--- src/rtl/keypad_emulator_if.sv ---
// keypad_emulator_if
//   Command port of the keypad emulator: a valid/ready handshake that carries one
//   scripted key command (key code plus hold time in ticks).
//   Signals:
//     cmd_valid  master -> slave  command present
//     cmd_ready  slave  -> master emulator can accept a command this tick
//     cmd_key    master -> slave  key code 0..8, 9..15 means release (pause)
//     cmd_hold   master -> slave  press duration in ticks, 0 behaves as 1
//   HOLD_W must match the HOLD_W of the keypad_emulator the interface is bound to.
interface keypad_emulator_if #(
  parameter int HOLD_W = 8
) ();
  logic              cmd_valid;
  logic              cmd_ready;
  logic [3:0]        cmd_key;
  logic [HOLD_W-1:0] cmd_hold;

  modport master (output cmd_valid, output cmd_key, output cmd_hold, input cmd_ready);
  modport slave  (input cmd_valid, input cmd_key, input cmd_hold, output cmd_ready);
endinterface

--- src/rtl/keypad_emulator.sv ---
// keypad_emulator
//   Stands in for the passive 4x4 key matrix in front of a row scanner. Scripted key
//   commands are queued in a small FIFO and played one at a time: while a command is
//   pressed, the matching column is pulled low whenever its row strobe is active.
//   Every command is followed by GAP_TICKS released ticks and a one-tick done pulse.
// Ports:
//   clk_100Hz  in   100Hz tick clock
//   reset      in   asynchronous active-low reset
//   cmd        slave modport of keypad_emulator_if (valid/ready command port)
//   keypadRow  in   [3:0] active-low row strobe from the scanner
//   keypadCol  out  [3:0] active-low column lines back to the scanner
//   busy       out  a command is being played or is waiting in the FIFO
//   done       out  one-tick pulse in the idle tick that follows a command's gap
// Parameters:
//   FIFO_DEPTH command FIFO entries (power of two, >= 2)
//   HOLD_W     width of the hold field
//   GAP_TICKS  released ticks after each command (0 = none)
// Build option:
//   KEYPAD_EMU_BOUNCE_EN  when defined, the first three pressed ticks chatter
//                         (pressed, released, pressed) before the column holds solid.
module keypad_emulator #(
  parameter int FIFO_DEPTH = 4,
  parameter int HOLD_W     = 8,
  parameter int GAP_TICKS  = 4
) (
  input  logic              clk_100Hz,
  input  logic              reset,
  keypad_emulator_if.slave  cmd,
  input  logic [3:0]        keypadRow,
  output logic [3:0]        keypadCol,
  output logic              busy,
  output logic              done
);

  localparam int PTR_W = $clog2(FIFO_DEPTH);
  localparam int CNT_W = PTR_W + 1;
  localparam int GAP_W = (GAP_TICKS > 1) ? $clog2(GAP_TICKS + 1) : 1;

  typedef enum logic [1:0] {IDLE, PRESS, GAP} state_t;

  logic [HOLD_W+3:0] r_mem [FIFO_DEPTH];
  logic [PTR_W-1:0]  r_wrPtr;
  logic [PTR_W-1:0]  r_rdPtr;
  logic [CNT_W-1:0]  r_count;
  state_t            r_state;
  logic [3:0]        r_key;
  logic [HOLD_W-1:0] r_cnt;
  logic [GAP_W-1:0]  r_gcnt;
  logic              r_done;

  state_t            w_stateNext;
  logic [3:0]        w_keyNext;
  logic [HOLD_W-1:0] w_cntNext;
  logic [GAP_W-1:0]  w_gcntNext;
  logic              w_doneNext;
  logic              w_pop;
  logic              w_push;
  logic              w_full;
  logic              w_empty;
  logic [HOLD_W+3:0] w_head;
  logic [3:0]        w_headKey;
  logic [HOLD_W-1:0] w_headHold;
  logic [3:0]        w_rowMatch;
  logic [3:0]        w_colDrive;
  logic              w_keyValid;
  logic              w_chatterOff;

  // The occupancy counter is one bit wider than the pointers so full and empty
  // stay distinguishable; ready comes from the registered count, so a pop in the
  // same tick never makes room for that tick's push.
  assign w_full        = (r_count == CNT_W'(FIFO_DEPTH));
  assign w_empty       = (r_count == '0);
  assign w_push        = cmd.cmd_valid && !w_full;
  assign cmd.cmd_ready = !w_full;
  assign w_head        = r_mem[r_rdPtr];
  assign w_headKey     = w_head[HOLD_W+3:HOLD_W];
  assign w_headHold    = w_head[HOLD_W-1:0];
  assign busy          = (r_state != IDLE) || !w_empty;
  assign done          = r_done;

  // FIFO storage carries no reset; only the pointers and count define its contents.
  always_ff @(posedge clk_100Hz) begin
    if (w_push) begin
      r_mem[r_wrPtr] <= {cmd.cmd_key, cmd.cmd_hold};
    end
  end

  // State, counters and FIFO bookkeeping; reset flushes the queue and aborts any press.
  always_ff @(posedge clk_100Hz or negedge reset) begin
    if (!reset) begin
      r_state <= IDLE;
      r_key   <= 4'hF;
      r_cnt   <= '0;
      r_gcnt  <= '0;
      r_done  <= 1'b0;
      r_wrPtr <= '0;
      r_rdPtr <= '0;
      r_count <= '0;
    end else begin
      r_state <= w_stateNext;
      r_key   <= w_keyNext;
      r_cnt   <= w_cntNext;
      r_gcnt  <= w_gcntNext;
      r_done  <= w_doneNext;
      if (w_push) begin
        r_wrPtr <= r_wrPtr + PTR_W'(1);
      end
      if (w_pop) begin
        r_rdPtr <= r_rdPtr + PTR_W'(1);
      end
      r_count <= r_count + CNT_W'(w_push) - CNT_W'(w_pop);
    end
  end

  // Player sequencing. IDLE is always visited for one tick between commands, and
  // the done pulse is registered so it shows up during that idle tick.
  always_comb begin
    w_stateNext = r_state;
    w_keyNext   = r_key;
    w_cntNext   = r_cnt;
    w_gcntNext  = r_gcnt;
    w_doneNext  = 1'b0;
    w_pop       = 1'b0;
    unique case (r_state)
      IDLE: begin
        if (!w_empty) begin
          w_pop       = 1'b1;
          w_keyNext   = w_headKey;
          w_cntNext   = (w_headHold == '0) ? HOLD_W'(1) : w_headHold;
          w_stateNext = PRESS;
        end
      end
      PRESS: begin
        if (r_cnt == HOLD_W'(1)) begin
          if (GAP_TICKS == 0) begin
            w_stateNext = IDLE;
            w_doneNext  = 1'b1;
          end else begin
            w_stateNext = GAP;
            w_gcntNext  = GAP_W'(GAP_TICKS);
          end
        end else begin
          w_cntNext = r_cnt - HOLD_W'(1);
        end
      end
      GAP: begin
        if (r_gcnt == GAP_W'(1)) begin
          w_stateNext = IDLE;
          w_doneNext  = 1'b1;
        end else begin
          w_gcntNext = r_gcnt - GAP_W'(1);
        end
      end
      default: begin
        w_stateNext = IDLE;
      end
    endcase
  end

`ifdef KEYPAD_EMU_BOUNCE_EN
  logic [1:0] r_pressIdx;

  // Counts pressed ticks (saturating) so the second pressed tick can read released.
  always_ff @(posedge clk_100Hz or negedge reset) begin
    if (!reset) begin
      r_pressIdx <= '0;
    end else if (r_state != PRESS) begin
      r_pressIdx <= '0;
    end else if (r_pressIdx != 2'd3) begin
      r_pressIdx <= r_pressIdx + 2'd1;
    end
  end

  assign w_chatterOff = (r_state == PRESS) && (r_pressIdx == 2'd1);
`else
  assign w_chatterOff = 1'b0;
`endif

  // Key matrix: keys 0..8 laid out three per row on the top three rows/columns.
  // The column follows the row strobe combinationally, just like a real switch.
  always_comb begin
    w_rowMatch = 4'b1111;
    w_colDrive = 4'b1111;
    w_keyValid = (r_key <= 4'd8);
    case (r_key)
      4'd0, 4'd1, 4'd2: w_rowMatch = 4'b0111;
      4'd3, 4'd4, 4'd5: w_rowMatch = 4'b1011;
      4'd6, 4'd7, 4'd8: w_rowMatch = 4'b1101;
      default:          w_rowMatch = 4'b1111;
    endcase
    case (r_key)
      4'd0, 4'd3, 4'd6: w_colDrive = 4'b0111;
      4'd1, 4'd4, 4'd7: w_colDrive = 4'b1011;
      4'd2, 4'd5, 4'd8: w_colDrive = 4'b1101;
      default:          w_colDrive = 4'b1111;
    endcase
    if ((r_state == PRESS) && w_keyValid && !w_chatterOff && (keypadRow == w_rowMatch)) begin
      keypadCol = w_colDrive;
    end else begin
      keypadCol = 4'b1111;
    end
  end

endmodule

--- src/flat_wrapper.sv ---
// flat-port wrapper written by rule: the top's interface ports become plain ports
module keypad_emulator_flat 
#(
  parameter int FIFO_DEPTH = 4,
  parameter int HOLD_W     = 8,
  parameter int GAP_TICKS  = 4
)
  (clk_100Hz, reset, keypadRow, keypadCol, busy, done, cmd_cmd_valid, cmd_cmd_key, cmd_cmd_hold, cmd_cmd_ready);
  keypad_emulator_if #(.HOLD_W(HOLD_W)) cmd_i ();
  input  logic clk_100Hz;
  input  logic reset;
  input  logic [3:0] keypadRow;
  output logic [3:0] keypadCol;
  output logic busy;
  output logic done;
  input wire logic [$bits(cmd_i.cmd_valid)-1:0] cmd_cmd_valid;
  input wire logic [$bits(cmd_i.cmd_key)-1:0] cmd_cmd_key;
  input wire logic [$bits(cmd_i.cmd_hold)-1:0] cmd_cmd_hold;
  output wire logic [$bits(cmd_i.cmd_ready)-1:0] cmd_cmd_ready;
  assign cmd_i.cmd_valid = cmd_cmd_valid;
  assign cmd_i.cmd_key = cmd_cmd_key;
  assign cmd_i.cmd_hold = cmd_cmd_hold;
  assign cmd_cmd_ready = cmd_i.cmd_ready;
  keypad_emulator #(.FIFO_DEPTH(FIFO_DEPTH), .HOLD_W(HOLD_W), .GAP_TICKS(GAP_TICKS)) u_core (.clk_100Hz(clk_100Hz), .reset(reset), .cmd(cmd_i), .keypadRow(keypadRow), .keypadCol(keypadCol), .busy(busy), .done(done));
endmodule
--- config.mk ---
export PLATFORM = sky130hd
export DESIGN_NAME = keypad_emulator_flat
export DESIGN_NICKNAME = d
export VERILOG_FILES = /design/src/rtl/keypad_emulator_if.sv /design/src/rtl/keypad_emulator.sv /design/src/flat_wrapper.sv
export SDC_FILE = /design/constraint.sdc
export NUM_CORES = 1
export LEC_CHECK = 0
export BUFFER_PORTS_ARGS = -buffer_cell sky130_fd_sc_hd__buf_2
export CAP_MARGIN = 20
export CORE_MARGIN = 4
export CORE_UTILIZATION = 64
export CTS_CLUSTER_SIZE = 16
export DETAILED_ROUTE_END_ITERATION = 6
export HOLD_SLACK_MARGIN = 0.1
export PLACE_DENSITY = 0.88
export REMOVE_ABC_BUFFERS = 1
export SLEW_MARGIN = 20
export SYNTH_ARGS = -nofsm -noshare
export SYNTH_HDL_FRONTEND = slang
export SYNTH_SLANG_ARGS = --single-unit
--- constraint.sdc ---
create_clock -name clk_100Hz -period 3.4 [get_ports clk_100Hz]
set_input_delay 0.51 -clock clk_100Hz [delete_from_list [all_inputs] [get_ports clk_100Hz]]
set_output_delay 0.51 -clock clk_100Hz [all_outputs]
set_load 0.03 [all_outputs]
==> results of run 1 <==
cell usage after synthesis (2+ instances only):
master,n,area share [%]
mux4_1,7,5.5
a22oi_1,3,0.67
o2bb2ai_1,6,1.6
o21ai_0,7,1.0
nand2_1,11,1.2
xnor2_1,4,1.0
edfxtp_1,48,43
and3b_1,2,0.52
inv_1,15,1.7
nand2b_1,4,0.74
mux2i_1,2,0.59
o211ai_1,2,0.44
and3_1,4,0.74
clkbuf_1,2,0.22
a21oi_1,6,0.89
mux2_2,3,1.0
nor2b_1,4,0.74
ha_1,15,5.6
buf_2,2,0.30
o22ai_1,5,0.93
nor3_2,2,0.59
nor4b_1,2,0.52
nor2_1,6,0.67
nand3_1,3,0.44
xor2_1,4,1.0
dfrtp_1,21,16
dfstp_2,4,3.1
nor4_1,3,0.56
nor3_1,8,1.2
mux4_2,5,3.3
nand4b_1,2,0.52
flip-flops by register name, summed over array words and instances, names as in the netlist:
register / cells
u_core.r_rdPtr: 2
u_core.r_cnt: 8
u_core.r_key: 4
u_core.r_wrPtr: 2
u_core.r_mem: 48
u_core.r_state: 2
u_core.done: 1
u_core.r_count: 3
u_core.r_gcnt: 3
power by group:
group	switching (W)	leakage [nW]	internal [W]
combinational	0.000184	0.591	0.000111
sequential	0.0000515	0.737	0.00111
clock	0.000293	0.0898	0.000331
how the worst max path moves through the flow:
| stage | slack [ns] | from | end |
|---|---|---|---|
| after floorplan | 1.04 | u_core.r_key[0]$_DFFE_PN1P_ | keypadCol[2] |
| after global placement | 1.01 | u_core.r_key[0]$_DFFE_PN1P_ | keypadCol[1] |
| after detailed placement | 0.92 | u_core.r_key[1]$_DFFE_PN1P_ | keypadCol[2] |
| after CTS | 0.55 | u_core.r_key[1]$_DFFE_PN1P_ | keypadCol[2] |
| after global routing | 0.32 | u_core.r_key[1]$_DFFE_PN1P_ | keypadCol[1] |
| final | 0.56 | u_core.r_key[1]$_DFFE_PN1P_ | keypadCol[1] |
area by class of cell:
type / instances / area share [%]
well taps: 70 / 2.37
repair buffers: 24 / 3.25
clock inverters: 5 / 1.25
multi-input cells: 131 / 32.0
flip-flops and latches: 73 / 56.0
inverters: 15 / 1.52
clock buffers: 11 / 3.55
logic make-up after synthesis:
group           share of synthesized area, %
other cells                            0.111
buf+inv                                 3.45
mux                                     10.4
flops                                   61.4
fa+ha+maj                               6.16
xor+xnor                                2.08
simple gates                            10.1
compound gates                          6.34
worst reg2reg max path, delay by kind of cell, from the launching register on:
| family | cells | cell delay [ns] |
|---|---|---|
| fa+ha+maj | 3 | 0.94 |
| buf+inv | 1 | 0.07 |
| flops | 1 | 0.44 |
| simple gates | 1 | 0.85 |
placed cells by master, fill, tap and decap left out, types with 4 or more instances in the layout:
master,netlist,layout
inv_1,15,15
clkbuf_8,0,9
nand2_1,11,11
buf_2,2,24
and3_1,4,4
dfstp_2,4,4
o22ai_1,5,5
ha_1,15,15
a21oi_1,6,6
edfxtp_1,48,48
nor2_1,6,6
nand2b_1,4,4
o21ai_0,7,7
nor3_1,8,8
mux4_1,7,7
mux4_2,5,5
nor2b_1,4,4
xor2_1,4,4
dfrtp_1,21,21
xnor2_1,4,4
o2bb2ai_1,6,6
per-stage QoR:
step	total power, W	worst slack [ns]
2_1_floorplan	0.00137	1.04
3_3_place_gp	0.00145	1.01
3_5_place_dp	0.00148	0.918
4_1_cts	0.00209	0.548
5_1_grt	0.00219	0.323
6_report	0.00208	0.556
routing by layer:
metal | GRT usage, % | up-vias | share of wire, %
li1 | - | 911 | -
met1 | 26.2 | 922 | 44
met2 | 32.7 | 74 | 48
met3 | 4.48 | 7 | 6.4
met4 | 9.12 | 0 | 1.5
met5 | 0 | - | 0
==> run metrics, run 1 <==
Tcrit/Tclk final=a little over four fifths; Synth Warn #=0; Area after DPL=about 3500 um2; Detail Placement HPWL=roughly 3900 um; Die W=about 81 um; post-route ant nets=0; leakage=between 1 and 1.5 nW; Critical-path top delay cell=dfstp_2; reg2reg path depth=5; final hold viol count=0; Max VDD drop=between 400 and 500 uV; drc violations=0; Area Growth Syn to Fin=9.64%; Max FO, Critical Path=6; fillers=332; FFs w/ async S/R, synth=34.2%; Detailed Routing Iterations Pass 1=4; reg2reg setup slack=~1 ns; crit-path cells=inv_1 > ha_1 > and3b_1 > o21ai_0 > nor4b_1 > o211ai_1 > buf_2; Slew headroom=between 30% and 40%; share of layout cells above drive strength 1=between 20% and 30%; PD cells=563 nW/um2; Vias=about 1,900; number of synthesized flops with an enable pin=48; final hold slack=~0.16 ns; Placer Congestion=roughly 0.8; reg2reg start=u_core.r_state[0]$_DFFE_PN0P_; Setup Buffers After CTS=0; Initial Utilization=around 66%; HP Class=in2async; Final Setup Violations=0; Critical Path Max Stage Delay=around 0.57 ns; Initial DRC Count=207; post-route minimum period=2.84 ns; number of global-route vias before repair=~2,000; setup_tns=0 ns; Clock Pin Slew Worst Setup and Hold Paths=around 0.07 ns; Buf/Inv on CP=2; htree depth=3; first-pass GRT wire length=9420 um; Ports=26; Max Clock Freq=between 300 and 400 MHz; grt ovf=0; CTS Root Cell=clkbuf_8; routed vias/inst=roughly 5.8; post-synthesis cell type count=46; Detailed Route WL=roughly 5700 um; WL per Instance=approximately 17 um; Mapped Cells=~230; fin util=~72%; Inserted Clock Buffers=9; final std cells w/o fill=approximately 330; worst endpoint data arrival time=around 2.3 ns; placed cells=313; design area=3700 um2; Clock Skew=between 0.008 and 0.009 ns; Post-synth top flop=edfxtp_1; Register Area=roughly 2100 um2; clock buffer depth=2; Least-Margin Pin Slew=~1.0 ns; initial antenna violation count=0; status=finished clean; Placeable Area=5110 um2; CP Depth=7; total track usage=20.2%; CP Capture Type=primary output; RSZ-0062 raised after global routing=false; Die Height=80.6 um; antenna diode count=0; Mean Syn Cell Area=about 15 um2; num rows=26; max-cap viol count=0; Critical Path RT=2.89 ns; die area=~6500 um2; Setup Crit Path Kind=reg2out; Seq cells post-synth=73; r2r endpoint=u_core.r_count[1]$_DFF_PN0_; area taken by multi-input logic gates=around 1200 um2; final slew viol count=0; CTS sink count=73; largest net degree at the start of global routing=26; clock network latency to the later pin of the worst-skew pair=about 0.34 ns; cts repair resizes=0; Top delay family on crit path=simple AND/OR/NAND/NOR gates; register area share after synthesis=61.4%; CTS tree=done; Mapped Area=3370 um2; input/output buffers=24; final net count=about 290; Hold Buf Count CTS=0; CP Launch Type=flop
Power figures use the tool's default switching activity.
==> inputs of run 2 (changes only) <==
--- a/config.mk
+++ b/config.mk
@@ -8,11 +8,11 @@
 export BUFFER_PORTS_ARGS = -buffer_cell sky130_fd_sc_hd__buf_2
 export CAP_MARGIN = 20
 export CORE_MARGIN = 4
-export CORE_UTILIZATION = 64
+export CORE_UTILIZATION = 54
 export CTS_CLUSTER_SIZE = 16
 export DETAILED_ROUTE_END_ITERATION = 6
 export HOLD_SLACK_MARGIN = 0.1
-export PLACE_DENSITY = 0.88
+export PLACE_DENSITY = 0.8
 export REMOVE_ABC_BUFFERS = 1
 export SLEW_MARGIN = 20
 export SYNTH_ARGS = -nofsm -noshare
==> constraint.sdc (replaced) <==
create_clock -name clk_100Hz -period 2.3 [get_ports clk_100Hz]
set_input_delay 0.345 -clock clk_100Hz [delete_from_list [all_inputs] [get_ports clk_100Hz]]
set_output_delay 0.345 -clock clk_100Hz [all_outputs]
set_load 0.03 [all_outputs]
==> run 2 against run 1 <==
Non-clock buffer count grew 13. First-iteration DRC count shrank 56%. Largest cell class unchanged. Die area grew 17%. Sequential share of layout area shrank 2.3 points. Sequential cell count is the same. Clock skew shrank 0.0035 ns. Design area grew 4.2%. Cell count grew 5.5%. Global-route usage shrank 4.1 points. Sequential power grew 47%. The flow now finishes with violations (setup timing). Setup slack lost 0.61 ns.
==> run metrics, run 2 (same netlist as run 1, synthesis figures left out) <==
crit path setup slack, layout=-0.0490 ns; reg2reg start=u_core.r_count[1]$_DFF_PN0_; Vias=1,930; number of flip-flops in the largest register=48; drc violations=0; failing checks=setup timing; WL per Instance=approximately 16 um; final hold viol count=0; Placeable Area=around 6000 um2; reg2reg setup slack=between 0.2 and 0.3 ns; CTS tree=done; worst endpoint data arrival time=roughly 2.0 ns; number of global-route vias before repair=approximately 1,900; total track usage=16.1%; final net count=between 300 and 400; die area=7580 um2; r2r endpoint=u_core.r_count[2]$_DFF_PN0_; Detailed Route WL=5560 um; status=complete, but fails checks; Critical-path top delay cell=dfstp_2; Detailed Routing Iterations Pass 1=4; max-cap viol count=0; Die W=~87 um; Initial DRC Count=91; post-route minimum period=approximately 2.3 ns; num rows=28; CP Launch Type=flop; Tcrit/Tclk final=102%; Hold EP=u_core.r_mem[1][0]$_DFFE_PP_; Least-Margin Pin Slew=between 0.6 and 0.7 ns; Detail Placement HPWL=3830 um; leakage=1.50 nW; Clock Skew=between 0.004 and 0.005 ns; Critical Path Max Stage Delay=about 0.54 ns; initial antenna violation count=0; Top delay family on crit path=flip-flops; Max Clock Freq=426 MHz; final hold slack=approximately 0.22 ns; Max FO, Critical Path=3; Inserted Clock Buffers=9; Worst Hold Launch=cmd_cmd_hold[0]; clock buffer depth=2; Final Setup Violations=3; first-pass GRT wire length=roughly 9000 um; Biggest register=u_core.r_mem; post-route ant nets=0; commonest non-fill, non-tap cell in the layout=edfxtp_1; reg2reg path depth=7; Clock Pin Slew Worst Setup and Hold Paths=around 0.070 ns; most frequent cells in the layout=48 x edfxtp_1, 21 x buf_2, 21 x dfrtp_1; Slew headroom=between 50 and 60%; Buf/Inv on CP=3; largest net degree at the start of global routing=26; pre-CTS WS=just over 0.06 ns; share of layout cells above drive strength 1=a little over a quarter; crit-path cells=inv_2 > ha_2 > and3b_1 > o21ai_1 > nor4b_2 > buf_4 > nand4b_1 > buf_6; fin util=between 60% and 70%; Die Height=around 87 um; Largest regs=u_core.r_mem x48, u_core.r_cnt x8, u_core.r_key x4; Design Power=0.00313 W; Setup Crit Path Kind=reg2out; RSZ-0062 raised after global routing=true; clock network latency to the later pin of the worst-skew pair=between 0.3 and 0.4 ns; Max VDD drop=between 500 and 600 uV; htree depth=3; CTS sink count=73; grt ovf=0; Ports=26; CP Capture Type=primary output; Worst Hold Depth=1; Area Growth Syn to Fin=14.3%; CTS Root Cell=clkbuf_8; antenna diode count=0; Critical Path RT=1.96 ns; Placer Congestion=0.789; input/output buffers=24; setup_tns=-0.134 ns; Initial Utilization=a little under three fifths; fillers=432; HP Class=in2reg; final slew viol count=0; routed vias/inst=~5.6; PD cells=between 800 and 900 nW/um2
==> run 2: what timing repair did <==
action                                  4_1_cts  5_1_grt
buffers inserted                              4        0
endpoints found under the setup margin        3        3
gates resized for setup                      10        1
hold endpoints to repair                     21        0
hold buffers                                  1        0
pin swaps                                     2        0
==> run 2: per-layer routing <==
metal	wire length (um)	track usage (%)
met5	0	0
met4	94	7.65
met1	2490	20.6
met2	2760	26.4
met3	222	3.41
==> run 2: worst register-to-register path, stage by stage, from the launching register on <==
cell and delay [ns]:
dfrtp_1 0.40, nor3_1 0.39, nor3_2 0.08, ha_1 0.29, inv_1 0.04, ha_1 0.18
fa_1 0.38, xnor2_1 0.15
==> run 2: how the worst max path moves through the flow <==
stage | from | to | slack, ns | cells after the start
floorplan | u_core.r_key[0]$_DFFE_PN1P_ | keypadCol[2] | 0.10 | 6
global placement | u_core.r_key[0]$_DFFE_PN1P_ | keypadCol[2] | 0.17 | 8
detailed placement | u_core.r_key[1]$_DFFE_PN1P_ | keypadCol[2] | 0.06 | 8
CTS | u_core.r_key[0]$_DFFE_PN1P_ | keypadCol[2] | -0.09 | 8
global route | u_core.r_key[0]$_DFFE_PN1P_ | keypadCol[1] | -0.22 | 8
finish | u_core.r_key[0]$_DFFE_PN1P_ | keypadCol[2] | -0.05 | 8
==> run 2: final cells by class <==
| type | count | area, um2 | area share [%] |
|---|---|---|---|
| Tap cell | 75 | 93.8 | 2.43 |
| Multi-Input combinational cell | 131 | 1200 | 31.1 |
| Inverter | 15 | 56.3 | 1.46 |
| Sequential cell | 73 | 2070 | 53.7 |
| Timing Repair Buffer | 37 | 235 | 6.10 |
| Clock inverter | 3 | 40.0 | 1.04 |
| Clock buffer | 13 | 159 | 4.12 |
==> run 2: report_power, final <==
part           internal [W]  total (W)  switching (W)
combinational      0.000167   0.000437       0.000270
clock              0.000557   0.000982       0.000424
sequential          0.00164    0.00171      0.0000699
==> run 2: through the flow <==
stage | area, um2 | cells
3_3_place_gp | 3590 | 326
6_report | 3850 | 347
3_5_place_dp | 3590 | 326
5_1_grt | 3850 | 347
2_1_floorplan | 3310 | 219
4_1_cts | 3850 | 347
==> inputs of run 3 (changes only) <==
--- a/config.mk
+++ b/config.mk
@@ -8,11 +8,11 @@
 export BUFFER_PORTS_ARGS = -buffer_cell sky130_fd_sc_hd__buf_2
 export CAP_MARGIN = 20
 export CORE_MARGIN = 4
-export CORE_UTILIZATION = 54
+export CORE_UTILIZATION = 59
 export CTS_CLUSTER_SIZE = 16
 export DETAILED_ROUTE_END_ITERATION = 6
 export HOLD_SLACK_MARGIN = 0.1
-export PLACE_DENSITY = 0.8
+export PLACE_DENSITY = 0.83
 export REMOVE_ABC_BUFFERS = 1
 export SLEW_MARGIN = 20
 export SYNTH_ARGS = -nofsm -noshare
==> constraint.sdc (replaced) <==
create_clock -name clk_100Hz -period 2.6 [get_ports clk_100Hz]
set_input_delay 0.39 -clock clk_100Hz [delete_from_list [all_inputs] [get_ports clk_100Hz]]
set_output_delay 0.39 -clock clk_100Hz [all_outputs]
set_load 0.03 [all_outputs]
==> run 3 against run 2 <==
The flow now finishes without violations. Sequential cell count did not move. Critical endpoint is now keypadCol[1]. Hold slack improved by 0.050 ns. Die area fell by 7.7%. Highest routed layer unchanged. Non-clock buffer count fell by 7. Count of clock-buffer cells in the layout fell by 3. Combinational power fell by 9.8%. Register-to-register slack improved by 0.33 ns. Critical path type unchanged. Largest power group unchanged. Largest cell class unchanged.
==> run metrics, run 3 (same netlist as run 1, synthesis figures left out) <==
status=finished clean; GR peak layer=met2; input/output buffers=24; htree depth=3; Slew headroom=between 50% and 60%; number of global-route vias before repair=between 2,000 and 2,500; post-route minimum period=about 2.4 ns; worst endpoint data arrival time=slightly above 2 ns; Max VDD drop=529 uV; Final Setup Violations=0; num rows=27; clock network latency to the later pin of the worst-skew pair=roughly 0.33 ns; Detailed Routing Iterations Pass 1=4; total track usage=between 10% and 20%; Critical-path top delay cell=dfstp_2; initial antenna violation count=0; Max FO, Critical Path=4; Inserted Clock Buffers=9; Tcrit/Tclk final=between 90 and 100%; RSZ-0062 raised after global routing=false; Max Clock Freq=414 MHz; fillers=396; clock buffer depth=2; Detailed Route WL=approximately 5900 um; leakage=between 1 and 1.5 nW; placed cells=approximately 320; most frequent cells in the layout=48 x edfxtp_1, 23 x buf_2, 21 x dfrtp_1; Largest regs=u_core.r_mem x48, u_core.r_cnt x8, u_core.r_key x4; Detail Placement HPWL=between 4000 and 5000 um; Ports=26; fin util=between 60% and 70%; Clock Pin Slew Worst Setup and Hold Paths=around 0.080 ns; CTS Root Cell=clkbuf_8; Placer Congestion=0.749; CTS tree=done; largest net degree at the start of global routing=26; final hold viol count=0; Clock Skew=~0.0053 ns; share of layout cells above drive strength 1=24.5%; antenna diode count=0; final net count=295; Area Growth Syn to Fin=12.2%; first-pass GRT wire length=approximately 9700 um; Placeable Area=about 5500 um2; drc violations=0; final std cells w/o fill=roughly 340; met1 usage=between 20% and 30%; max-cap viol count=0; Die Height=~84 um; PD cells=around 730 nW/um2; Least-Margin Pin Slew=0.647 ns; Critical Path RT=between 2 and 2.5 ns; GR Util met3=between 3 and 4%; CP Capture Type=primary output; WL per Instance=roughly 17 um; Critical Path Max Stage Delay=between 0.5 and 0.6 ns; Biggest register=u_core.r_mem; final slew viol count=0; grt ovf=0; Vias=around 1,900; CTS sink count=73; HP Class=in2reg; number of flip-flops in the largest register=48; die area=approximately 7000 um2; post-route ant nets=0; routed vias/inst=~5.7; Setup Crit Path Kind=reg2out; setup_tns=0 ns; Die W=approximately 84 um; commonest non-fill, non-tap cell in the layout=edfxtp_1; CP Launch Type=flop; Initial Utilization=just over 60%; grt met2 use=29.5%; crit-path cells=inv_2 > ha_2 > and3b_1 > o21ai_1 > nor4b_4 > o211ai_1 > buf_4; Initial DRC Count=85
-- run 3: metal layers --
| metal | part of all wire [%] | vias up |
|---|---|---|
| met4 | 0.67 | 0 |
| met1 | 44 | 959 |
| li1 | - | 930 |
| met5 | 0 | - |
| met2 | 53 | 28 |
| met3 | 2.7 | 4 |
-- run 3: layout make-up --
| class | instances | area (um2) | share of cell area [%] |
|---|---|---|---|
| clock buffers | 10 | 128 | 3.37 |
| clock inverters | 6 | 67.6 | 1.78 |
| inverters | 15 | 56.3 | 1.49 |
| multi-input cells | 131 | 1200 | 31.8 |
| flip-flops and latches | 73 | 2070 | 54.7 |
| well taps | 72 | 90.1 | 2.38 |
| repair buffers | 30 | 170 | 4.49 |
-- run 3: what timing repair did --
action | in CTS | in global routing
resized for setup | 1 | 6
endpoints found under the setup margin | 3 | 3
hold buffers | 1 | 0
endpoints found under the hold margin | 21 | 0
pin swaps | 0 | 2
buffers inserted | 0 | 1
cloned | 0 | 0
-- run 3: worst max-delay path: cells and delay by family (launching register included) --
kind,cells,cell delay [ns]
DFF,1,0.57
buffers and inverters,2,0.25
and+or+nand+nor,2,0.43
AOI/OAI and AO/OA,2,0.26
adders and majority gates,1,0.18
-- run 3: worst paths after layout --
path | start | end | slack [ns] | depth (start not counted)
setup / recovery | u_core.r_key[0]$_DFFE_PN1P_ | keypadCol[1] | 0.18 | 7
hold / removal | cmd_cmd_hold[6] | u_core.r_mem[1][6]$_DFFE_PP_ | 0.27 | 1
setup reg to reg | u_core.r_count[1]$_DFF_PN0_ | u_core.r_count[2]$_DFF_PN0_ | 0.60 | 7
hold reg to reg | u_core.r_gcnt[2]$_DFFE_PN0P_ | u_core.r_gcnt[2]$_DFFE_PN0P_ | 0.52 | 2
max in group asynchronous | reset | u_core.r_gcnt[1]$_DFFE_PN0P_ | 1.61 | 2
min in group asynchronous | reset | u_core.r_count[0]$_DFF_PN0_ | 0.60 | 2
-- run 3: through the flow --
step	total power, W	cell area, um2	worst slack [ns]	hold slack, ns
floorplan	0.00179	3310	0.359	0.0944
CTS	0.00281	3760	0.0173	0.253
global placement	0.00190	3550	0.320	0.428
finish	0.00277	3790	0.182	0.269
global route	0.00291	3790	0.0166	0.260
detailed placement	0.00194	3550	0.233	0.431
-- run 3: report_power, final --
part	switching, W	internal, W
combinational	0.000245	0.000149
sequential	0.0000654	0.00145
clock	0.000417	0.000447
total	0.000727	0.00205
